## src/rtl/wrom_pkg.sv

```systemverilog
// Shared types and default constants for the weight ROM arbiter.
package wrom_pkg;

   localparam int DEF_ADDR_W      = 10;
   localparam int DEF_ROM_LAT     = 2;
   localparam int DEF_TOTAL_BYTES = 715;

   // Tag fields are sized for the largest supported configuration (8 requesters, 16-bit length)
   localparam int TAG_ID_W  = 3;
   localparam int TAG_IDX_W = 16;

   typedef enum logic [1:0] {
      IDLE,
      ISSUE,
      DRAIN
   } state_t;

   typedef struct packed {
      logic                 valid;
      logic [TAG_ID_W-1:0]  id;
      logic [TAG_IDX_W-1:0] idx;
      logic                 last;
   } tag_t;

endpackage

```

## src/rtl/wrom_tag_pipe.sv

```systemverilog
// Resettable delay line that keeps burst tags aligned with ROM read data.
module wrom_tag_pipe
   import wrom_pkg::*;
#(
   parameter int DEPTH = DEF_ROM_LAT
) (
   input  logic clk,
   input  logic rst,
   input  tag_t tag_in,
   output tag_t tag_out
);

   tag_t stage_reg [DEPTH];

   genvar gi;
   generate
      for (gi = 0; gi < DEPTH; gi++) begin : g_stage
         if (gi == 0) begin : g_head
            always_ff @(posedge clk) begin
               if (rst) stage_reg[0] <= '0;
               else     stage_reg[0] <= tag_in;
            end
         end else begin : g_body
            always_ff @(posedge clk) begin
               if (rst) stage_reg[gi] <= '0;
               else     stage_reg[gi] <= stage_reg[gi-1];
            end
         end
      end
   endgenerate

   assign tag_out = stage_reg[DEPTH-1];

endmodule

```

## src/rtl/weight_rom_arbiter.sv

```systemverilog
// Round-robin burst arbiter in front of the shared weight ROM; streams tagged bytes.
// Optional WROM_ARB_CHECKSUM_EN adds a per-burst mod-256 byte sum output.
module weight_rom_arbiter
   import wrom_pkg::*;
#(
   parameter int N_REQ       = 4,
   parameter int ADDR_W      = DEF_ADDR_W,
   parameter int LEN_W       = 10,
   parameter int ROM_LAT     = DEF_ROM_LAT,
   parameter int TOTAL_BYTES = DEF_TOTAL_BYTES,
   localparam int ID_W       = $clog2(N_REQ)
) (
   input  logic                    clk,
   input  logic                    rst,
   input  logic [N_REQ-1:0]        req_valid,
   output logic [N_REQ-1:0]        req_ready,
   input  logic [N_REQ*ADDR_W-1:0] req_base,
   input  logic [N_REQ*LEN_W-1:0]  req_len,
   output logic                    rom_en,
   output logic [ADDR_W-1:0]       rom_addr,
   input  logic [7:0]              rom_dout,
   output logic                    dout_valid,
   output logic [7:0]              dout_data,
   output logic [ID_W-1:0]         dout_id,
   output logic [LEN_W-1:0]        dout_idx,
   output logic                    dout_last,
   output logic                    err,
`ifdef WROM_ARB_CHECKSUM_EN
   output logic [7:0]              burst_sum,
`endif
   output logic                    busy
);

   localparam int SUM_W = ADDR_W + 1;

   state_t            state_reg;
   logic [ID_W-1:0]   last_grant_reg, id_reg, err_id_reg;
   logic [LEN_W-1:0]  len_reg, idx_reg;
   logic [ADDR_W-1:0] addr_reg;
   logic              last_reg, rom_en_reg, err_reg;

   logic [ID_W-1:0]   cand_id, pick_id;
   logic              pick_found, pick_illegal, accept;
   logic [ADDR_W-1:0] pick_base;
   logic [LEN_W-1:0]  pick_len;
   logic [SUM_W-1:0]  pick_end;

   tag_t tag_in, tag_out;
   logic tag_unused;

   // Search begins just after the previous winner, so every requester gets a turn
   always_comb begin
      pick_found = 1'b0;
      pick_id    = '0;
      cand_id    = '0;
      for (int i = 1; i <= N_REQ; i++) begin
         cand_id = ID_W'((int'(last_grant_reg) + i) % N_REQ);
         if (!pick_found && req_valid[cand_id]) begin
            pick_found = 1'b1;
            pick_id    = cand_id;
         end
      end
      pick_base    = req_base[int'(pick_id)*ADDR_W +: ADDR_W];
      pick_len     = req_len[int'(pick_id)*LEN_W +: LEN_W];
      pick_end     = SUM_W'(pick_base) + SUM_W'(pick_len);
      pick_illegal = (pick_len == '0) || (pick_end > SUM_W'(TOTAL_BYTES));
      accept       = pick_found && (state_reg == IDLE) && !rst;
      req_ready    = accept ? (N_REQ'(1) << pick_id) : '0;
   end

   always_ff @(posedge clk) begin
      if (rst) begin
         state_reg      <= IDLE;
         last_grant_reg <= ID_W'(N_REQ - 1);
         id_reg         <= '0;
         len_reg        <= '0;
         idx_reg        <= '0;
         addr_reg       <= '0;
         last_reg       <= 1'b0;
         rom_en_reg     <= 1'b0;
         err_reg        <= 1'b0;
         err_id_reg     <= '0;
      end else begin
         err_reg <= 1'b0;
         case (state_reg)
            IDLE: begin
               if (accept) begin
                  last_grant_reg <= pick_id;
                  if (pick_illegal) begin
                     err_reg    <= 1'b1;
                     err_id_reg <= pick_id;
                  end else begin
                     state_reg  <= ISSUE;
                     id_reg     <= pick_id;
                     len_reg    <= pick_len;
                     idx_reg    <= '0;
                     addr_reg   <= pick_base;
                     last_reg   <= (pick_len == LEN_W'(1));
                     rom_en_reg <= 1'b1;
                  end
               end
            end
            ISSUE: begin
               if (last_reg) begin
                  rom_en_reg <= 1'b0;
                  state_reg  <= DRAIN;
               end else begin
                  addr_reg <= addr_reg + 1'b1;
                  idx_reg  <= idx_reg + 1'b1;
                  last_reg <= (idx_reg + LEN_W'(2) == len_reg);
               end
            end
            DRAIN: begin
               if (tag_out.valid && tag_out.last) state_reg <= IDLE;
            end
            default: state_reg <= IDLE;
         endcase
      end
   end

   always_comb begin
      tag_in = '0;
      if (rom_en_reg) begin
         tag_in.valid = 1'b1;
         tag_in.id    = TAG_ID_W'(id_reg);
         tag_in.idx   = TAG_IDX_W'(idx_reg);
         tag_in.last  = last_reg;
      end
   end

   wrom_tag_pipe #(.DEPTH(ROM_LAT)) u_tag_pipe (
      .clk     (clk),
      .rst     (rst),
      .tag_in  (tag_in),
      .tag_out (tag_out)
   );

   assign tag_unused = &{1'b0, tag_out};

   assign rom_en     = rom_en_reg;
   assign rom_addr   = addr_reg;
   assign dout_valid = tag_out.valid;
   assign dout_data  = rom_dout;
   assign dout_id    = err_reg ? err_id_reg : tag_out.id[ID_W-1:0];
   assign dout_idx   = tag_out.idx[LEN_W-1:0];
   assign dout_last  = tag_out.last;
   assign err        = err_reg;
   assign busy       = (state_reg != IDLE);

`ifdef WROM_ARB_CHECKSUM_EN
   logic [7:0] sum_reg;

   always_ff @(posedge clk) begin
      if (rst)                sum_reg <= 8'h00;
      else if (accept)        sum_reg <= 8'h00;
      else if (tag_out.valid) sum_reg <= sum_reg + rom_dout;
   end

   // Include the byte on the bus so the total is complete alongside dout_last
   assign burst_sum = sum_reg + (tag_out.valid ? rom_dout : 8'h00);
`endif

endmodule

```

## config.mk

```make
export PLATFORM = sky130hd
export DESIGN_NAME = weight_rom_arbiter
export DESIGN_NICKNAME = d
export VERILOG_FILES = /design/src/rtl/wrom_pkg.sv /design/src/rtl/wrom_tag_pipe.sv /design/src/rtl/weight_rom_arbiter.sv
export SDC_FILE = /design/constraint.sdc
export NUM_CORES = 1
export LEC_CHECK = 0
export CAP_MARGIN = 20
export CORE_MARGIN = 2
export CORE_UTILIZATION = 53
export CTS_CLUSTER_SIZE = 12
export DETAILED_ROUTE_END_ITERATION = 8
export GPL_ROUTABILITY_DRIVEN = 0
export PLACE_DENSITY = 0.86
export SLEW_MARGIN = 5
export SYNTH_ARGS = -nofsm -noshare
export SYNTH_HDL_FRONTEND = slang
export SYNTH_HIERARCHICAL = 1
export SYNTH_SLANG_ARGS = --single-unit
```

## constraint.sdc

```tcl
create_clock -name clk -period 8.96 [get_ports clk]
set_input_delay 1.344 -clock clk [delete_from_list [all_inputs] [get_ports clk]]
set_output_delay 1.344 -clock clk [all_outputs]
set_load 0.01 [all_outputs]
```

==> flow_metrics.tcl, run 1 <==
set metrics [dict create \
    status "finished clean" \
    grt_max_degree 68 \
    end_kind "flop" \
    wire_per_inst_um 17.4 \
    finalHoldViolCount 0 \
    insertion_delay_ns 0.35 \
    max_slew_margin 0.330 \
    finalSetupViolations 0 \
    die_w_um 97.0 \
    cp-start-kind "input port" \
    critPathArrivalTime_ns 6.74 \
    ir_worst_vdd_mv 0.180 \
    cts_made_buffers 9 \
    rsz0062_at_grt "false" \
    grt_pass1_vias 4131 \
    power_leakage_nw 2.22 \
    syn_inst 537 \
    nFillCells 663 \
    num_vias 4403 \
    crit_type "in2reg" \
    holdWs_ns 0.433 \
    worstMarginPinSlew_ns 1.00 \
    drive_gt1_frac 0.108 \
    finalMaxSlewViolations 0 \
    seqCellArea_um2 1380 \
    mostFrequentLayoutCell "clkdlybuf4s50_1" \
    grt_util_all_layers 0.270 \
    postRouteAntennaNets 0 \
    cts_hold_buf 0 \
    cts_tree "done" \
    antenna_found_initial 0 \
    max_stage_delay_ns 0.79 \
    dp_hpwl_um 9700 \
    wl_met3_um 996 \
    first_pass_iters 5 \
    period_share 0.726 \
    antenna_cells 0 \
    dieArea_um2 9410 \
    wl_met1_um 5410 \
    placed_cells 720 \
    core_um2 8300 \
    largest_reg_flops 28 \
    crit_fanout 34 \
    chipHeight_um 97.0 \
    synth_nets 644 \
    vias_per_cell 5.98 \
    area_growth_pct 27.7 \
    start_util 0.553 \
    multiInputGateArea_um2 2930 \
    ctsResizeCount 0 \
    syn_area_per_cell_um2 8.54 \
    fmax_mhz 154 \
    layout_min_cycle_time_ns 6.50 \
    rows 33 \
    clock-root-buffer "clkbuf_8" \
    fin_setup_tns_ns 0 \
    drt_iter0_drc 347 \
    h-tree-depth 3 \
    crit_required_ns 9.20 \
    route.met2.wl_um 6070 \
    mostFrequentLayoutCells "115 x clkdlybuf4s50_1, 69 x dfxtp_1, 40 x nand2_1, 39 x mux2i_1, 38 x nor2b_1" \
    worstHoldPathType "reg2reg" \
    post_cts_buffers 0 \
    path_cells "clkdlybuf4s50_1 > nand2b_1 > a21oi_1 > nor2_4 > mux2i_1 > ha_1 > o21a_1 > o21ai_0 > nand2b_1 > a21oi_1 > o21ai_0 > o21ai_1 > o211a_1 > a21o_1 > nand2_2 > a221o_1" \
    r2r_cells 15 \
    whs_path_depth 1 \
    clk_pin_slew_ns 0.08 \
    grt_pass1_wl_um 20500 \
    num_io_pins 133 \
    grt-ovfl-total 0 \
    syn_area_um2 4590 \
    yosysWarnings 6 \
    highest_layer "met4" \
    finalWirelength_um 12800 \
    drv_cap 0 \
    p_per_area_nw_per_um2 283 \
    cts_buffer_depth 2 \
    finalClockSkew_ns 0.00747 \
    port_buffers 116 \
    slowest_stage "nor2_4" \
    fin_cells 736 \
    final_nets 733 \
    drc_errors 0 \
    cts_sinks 69 \
]
[critical path, delay by kind of cell]
kind,cells,cell delay [ns]
compound gates,9,2.55
mux,1,0.51
simple gates,4,1.40
buf+inv,1,0.54
fa+ha+maj,1,0.37
[metal layers]
metal,up-vias,global-route usage
met2,216,0.428
li1,2119,-
met3,40,0.0650
met1,2028,0.357
met4,0,0.101
met5,-,0
[report_power, final]
part	leakage, nW	switching, mW	total, mW	internal (mW)
Combinational	1.56	0.561	0.964	0.403
Clock	0.101	0.128	0.261	0.132
Sequential	0.561	0.0663	0.430	0.364
[layout make-up]
cell class              instances  area share
clock inverters                 7      0.0139
well taps                     105      0.0224
multi-input cells             419       0.501
clock buffers                   9      0.0212
inverters                       9     0.00577
repair buffers                118       0.200
flip-flops and latches         69       0.236
[metrics by stage]
step           setup WS [ns]  utilization  total power [mW]  area (µm²)
6_report                2.46        0.705              1.65        5850
5_1_grt                 2.09        0.705              1.77        5850
4_1_cts                 2.62        0.705              1.64        5850
3_5_place_dp            2.26        0.681              1.37        5650
3_3_place_gp            2.39        0.681              1.34        5650
2_1_floorplan           3.87            -              1.15        4590
[final timing paths]
check / from / end / slack (ns)
worst max register to register: last_grant_reg[1] / rom_addr[2] / 3.45
worst min register to register: u_tag_pipe/stage_reg[0][3] / u_tag_pipe/stage_reg[1][3] / 0.43
worst min-delay path: u_tag_pipe/stage_reg[0][3] / u_tag_pipe/stage_reg[1][3] / 0.43
worst max-delay path: req_valid[0] / rom_addr[2] / 2.46
(Power assumes the default switching activity.)
==> run 2: changes to the inputs <==
Settings changed: CORE_UTILIZATION 53 to 50, PLACE_DENSITY 0.86 to 0.82.
Clock period 8.96 ns to 6.3 ns, I/O delays scaled along.
==> run 2 against run 1 <==
  * Sequential share of layout area down 0.13 points
  * Critical path depth up 2
  * Core utilization down 3.7 points
  * Worst hold slack worse by 0.0026 ns
  * Clock skew up 0.0025 ns
==> flow_metrics.tcl, run 2 (same netlist as run 1, synthesis figures left out) <==
set metrics [dict create \
    grt_max_degree 67 \
    power_frac_comb 0.600 \
    holdWs_ns 0.431 \
    layout_min_cycle_time_ns 5.46 \
    wl_met1_um 5600 \
    cts_sinks 69 \
    worstHoldPathType "reg2reg" \
    dp_hpwl_um 9830 \
    cts_hold_buf 0 \
    clock-root-buffer "clkbuf_8" \
    antenna_cells 0 \
    num_vias 4496 \
    slowest_stage "o31a_2" \
    wire_per_inst_um 17.4 \
    ctsResizeCount 0 \
    highest_layer "met4" \
    final_nets 739 \
    start_util 0.521 \
    die_w_um 99.8 \
    antenna_found_initial 0 \
    cp-start-kind "input port" \
    nFillCells 726 \
    finalMaxSlewViolations 0 \
    mostFrequentLayoutCell "clkdlybuf4s50_1" \
    end_kind "flop" \
    finalHoldViolCount 0 \
    h-tree-depth 3 \
    ir_worst_vdd_mv 0.251 \
    core_um2 8810 \
    p_per_area_nw_per_um2 397 \
    finalWirelength_um 13000 \
    grt_util_all_layers 0.265 \
    cts_buffer_depth 2 \
    worst_path_most_repeated_cell "and2_1" \
    chipHeight_um 99.8 \
    critPathArrivalTime_ns 5.67 \
    insertion_delay_ns 0.35 \
    area_growth_pct 28.3 \
    post_cts_buffers 0 \
    drive_gt1_frac 0.116 \
    dieArea_um2 9950 \
    postRouteAntennaNets 0 \
    largest_reg_flops 28 \
    finalInstanceArea_um2 5890 \
    rsz0062_at_grt "false" \
    drt_iter0_drc 320 \
    path_cells "clkdlybuf4s50_1 > and3b_1 > o31a_2 > mux2i_1 > a21oi_1 > ha_1 > and2_1 > or2_2 > and2_1 > o21ai_0 > nand2b_1 > a41oi_1 > and2_4 > nand2_1 > a21o_1 > buf_4 > a22oi_1 > o32ai_2" \
    post-route-util 0.668 \
    port_buffers 116 \
    path_buf_inv 2 \
    grt_pass1_wl_um 21000 \
    power_mw 2.34 \
    drc_errors 0 \
    mostFrequentLayoutCells "115 x clkdlybuf4s50_1, 69 x dfxtp_1, 40 x nand2_1, 39 x mux2i_1, 38 x nor2b_1" \
    crit_type "in2reg" \
    switching_share 0.462 \
    p_int_mw 1.26 \
    cts_made_buffers 9 \
    crit_family "compound AO/OA/AOI/OAI gates" \
    status "finished clean" \
    fin_setup_tns_ns 0 \
    worstMarginPinSlew_ns 0.876 \
    rows 34 \
    cts_tree "done" \
    route.met2.wl_um 6340 \
    max_stage_delay_ns 0.72 \
    period_share 0.867 \
    crit_fanout 36 \
    p_seq_frac 0.264 \
    grt-ovfl-total 0 \
    finalClockSkew_ns 0.00992 \
    crit_required_ns 6.51 \
    grt_pass1_vias 4279 \
    finalSetupViolations 0 \
    clk_pin_slew_ns 0.08 \
    first_pass_iters 5 \
    num_io_pins 133 \
    max_slew_margin 0.416 \
    power_leakage_nw 2.24 \
    clkPwrFrac 0.136 \
    p_switching_mw 1.08 \
    placed_cell_area_um2 5710 \
    wl_met3_um 725 \
    vias_per_cell 6.03 \
    drv_cap 0 \
    fmax_mhz 183 \
]
[run 2: changes by cell type in the layout (fill, tap and decap cells not counted), sizes merged]
cell | previous run | this run
buf | 3 | 9
bufinv | 1 | 0
inv | 12 | 10
clkinvlp | 1 | 2
clkinv | 2 | 4
[run 2: per-layer routing]
layer,GRT usage,up-vias
met5,0,-
met4,0.0906,0
met3,0.0478,44
met2,0.448,187
met1,0.339,2128
li1,-,2137
[run 2: path summary, 6_finish.rpt]
path / depth (start not counted) / to / start / slack (ns)
max: 18 / rom_addr[8] / req_valid[3] / 0.84
min: 1 / u_tag_pipe/stage_reg[1][4] / u_tag_pipe/stage_reg[0][4] / 0.43
max reg2reg: 17 / rom_addr[8] / last_grant_reg[1] / 1.50
min reg2reg: 1 / u_tag_pipe/stage_reg[1][4] / u_tag_pipe/stage_reg[0][4] / 0.43
[run 2: cell type report]
class | count | area [µm²] | share of cell area
clock inverters | 7 | 51.3 | 0.00872
inverters | 9 | 33.8 | 0.00574
repair buffers | 124 | 1230 | 0.209
multi-input cells | 419 | 2930 | 0.498
well taps | 108 | 135 | 0.0230
clock buffers | 9 | 124 | 0.0210
flip-flops and latches | 69 | 1380 | 0.235
[run 2: power by group through the flow]
stage	sequential [mW]	clock, mW	combinational, mW
finish	0.616	0.318	1.40
global route	0.624	0.346	1.52
CTS	0.612	0.326	1.38
detailed placement	0.621	0	1.37
global placement	0.617	0	1.32
floorplan	0.599	0	1.04
[run 2: through the flow]
stage          worst slack, ns  instances
2_1_floorplan             1.61        537
5_1_grt                  0.509        745
4_1_cts                  0.936        745
3_5_place_dp             0.563        729
6_report                 0.838        745
3_3_place_gp             0.753        729
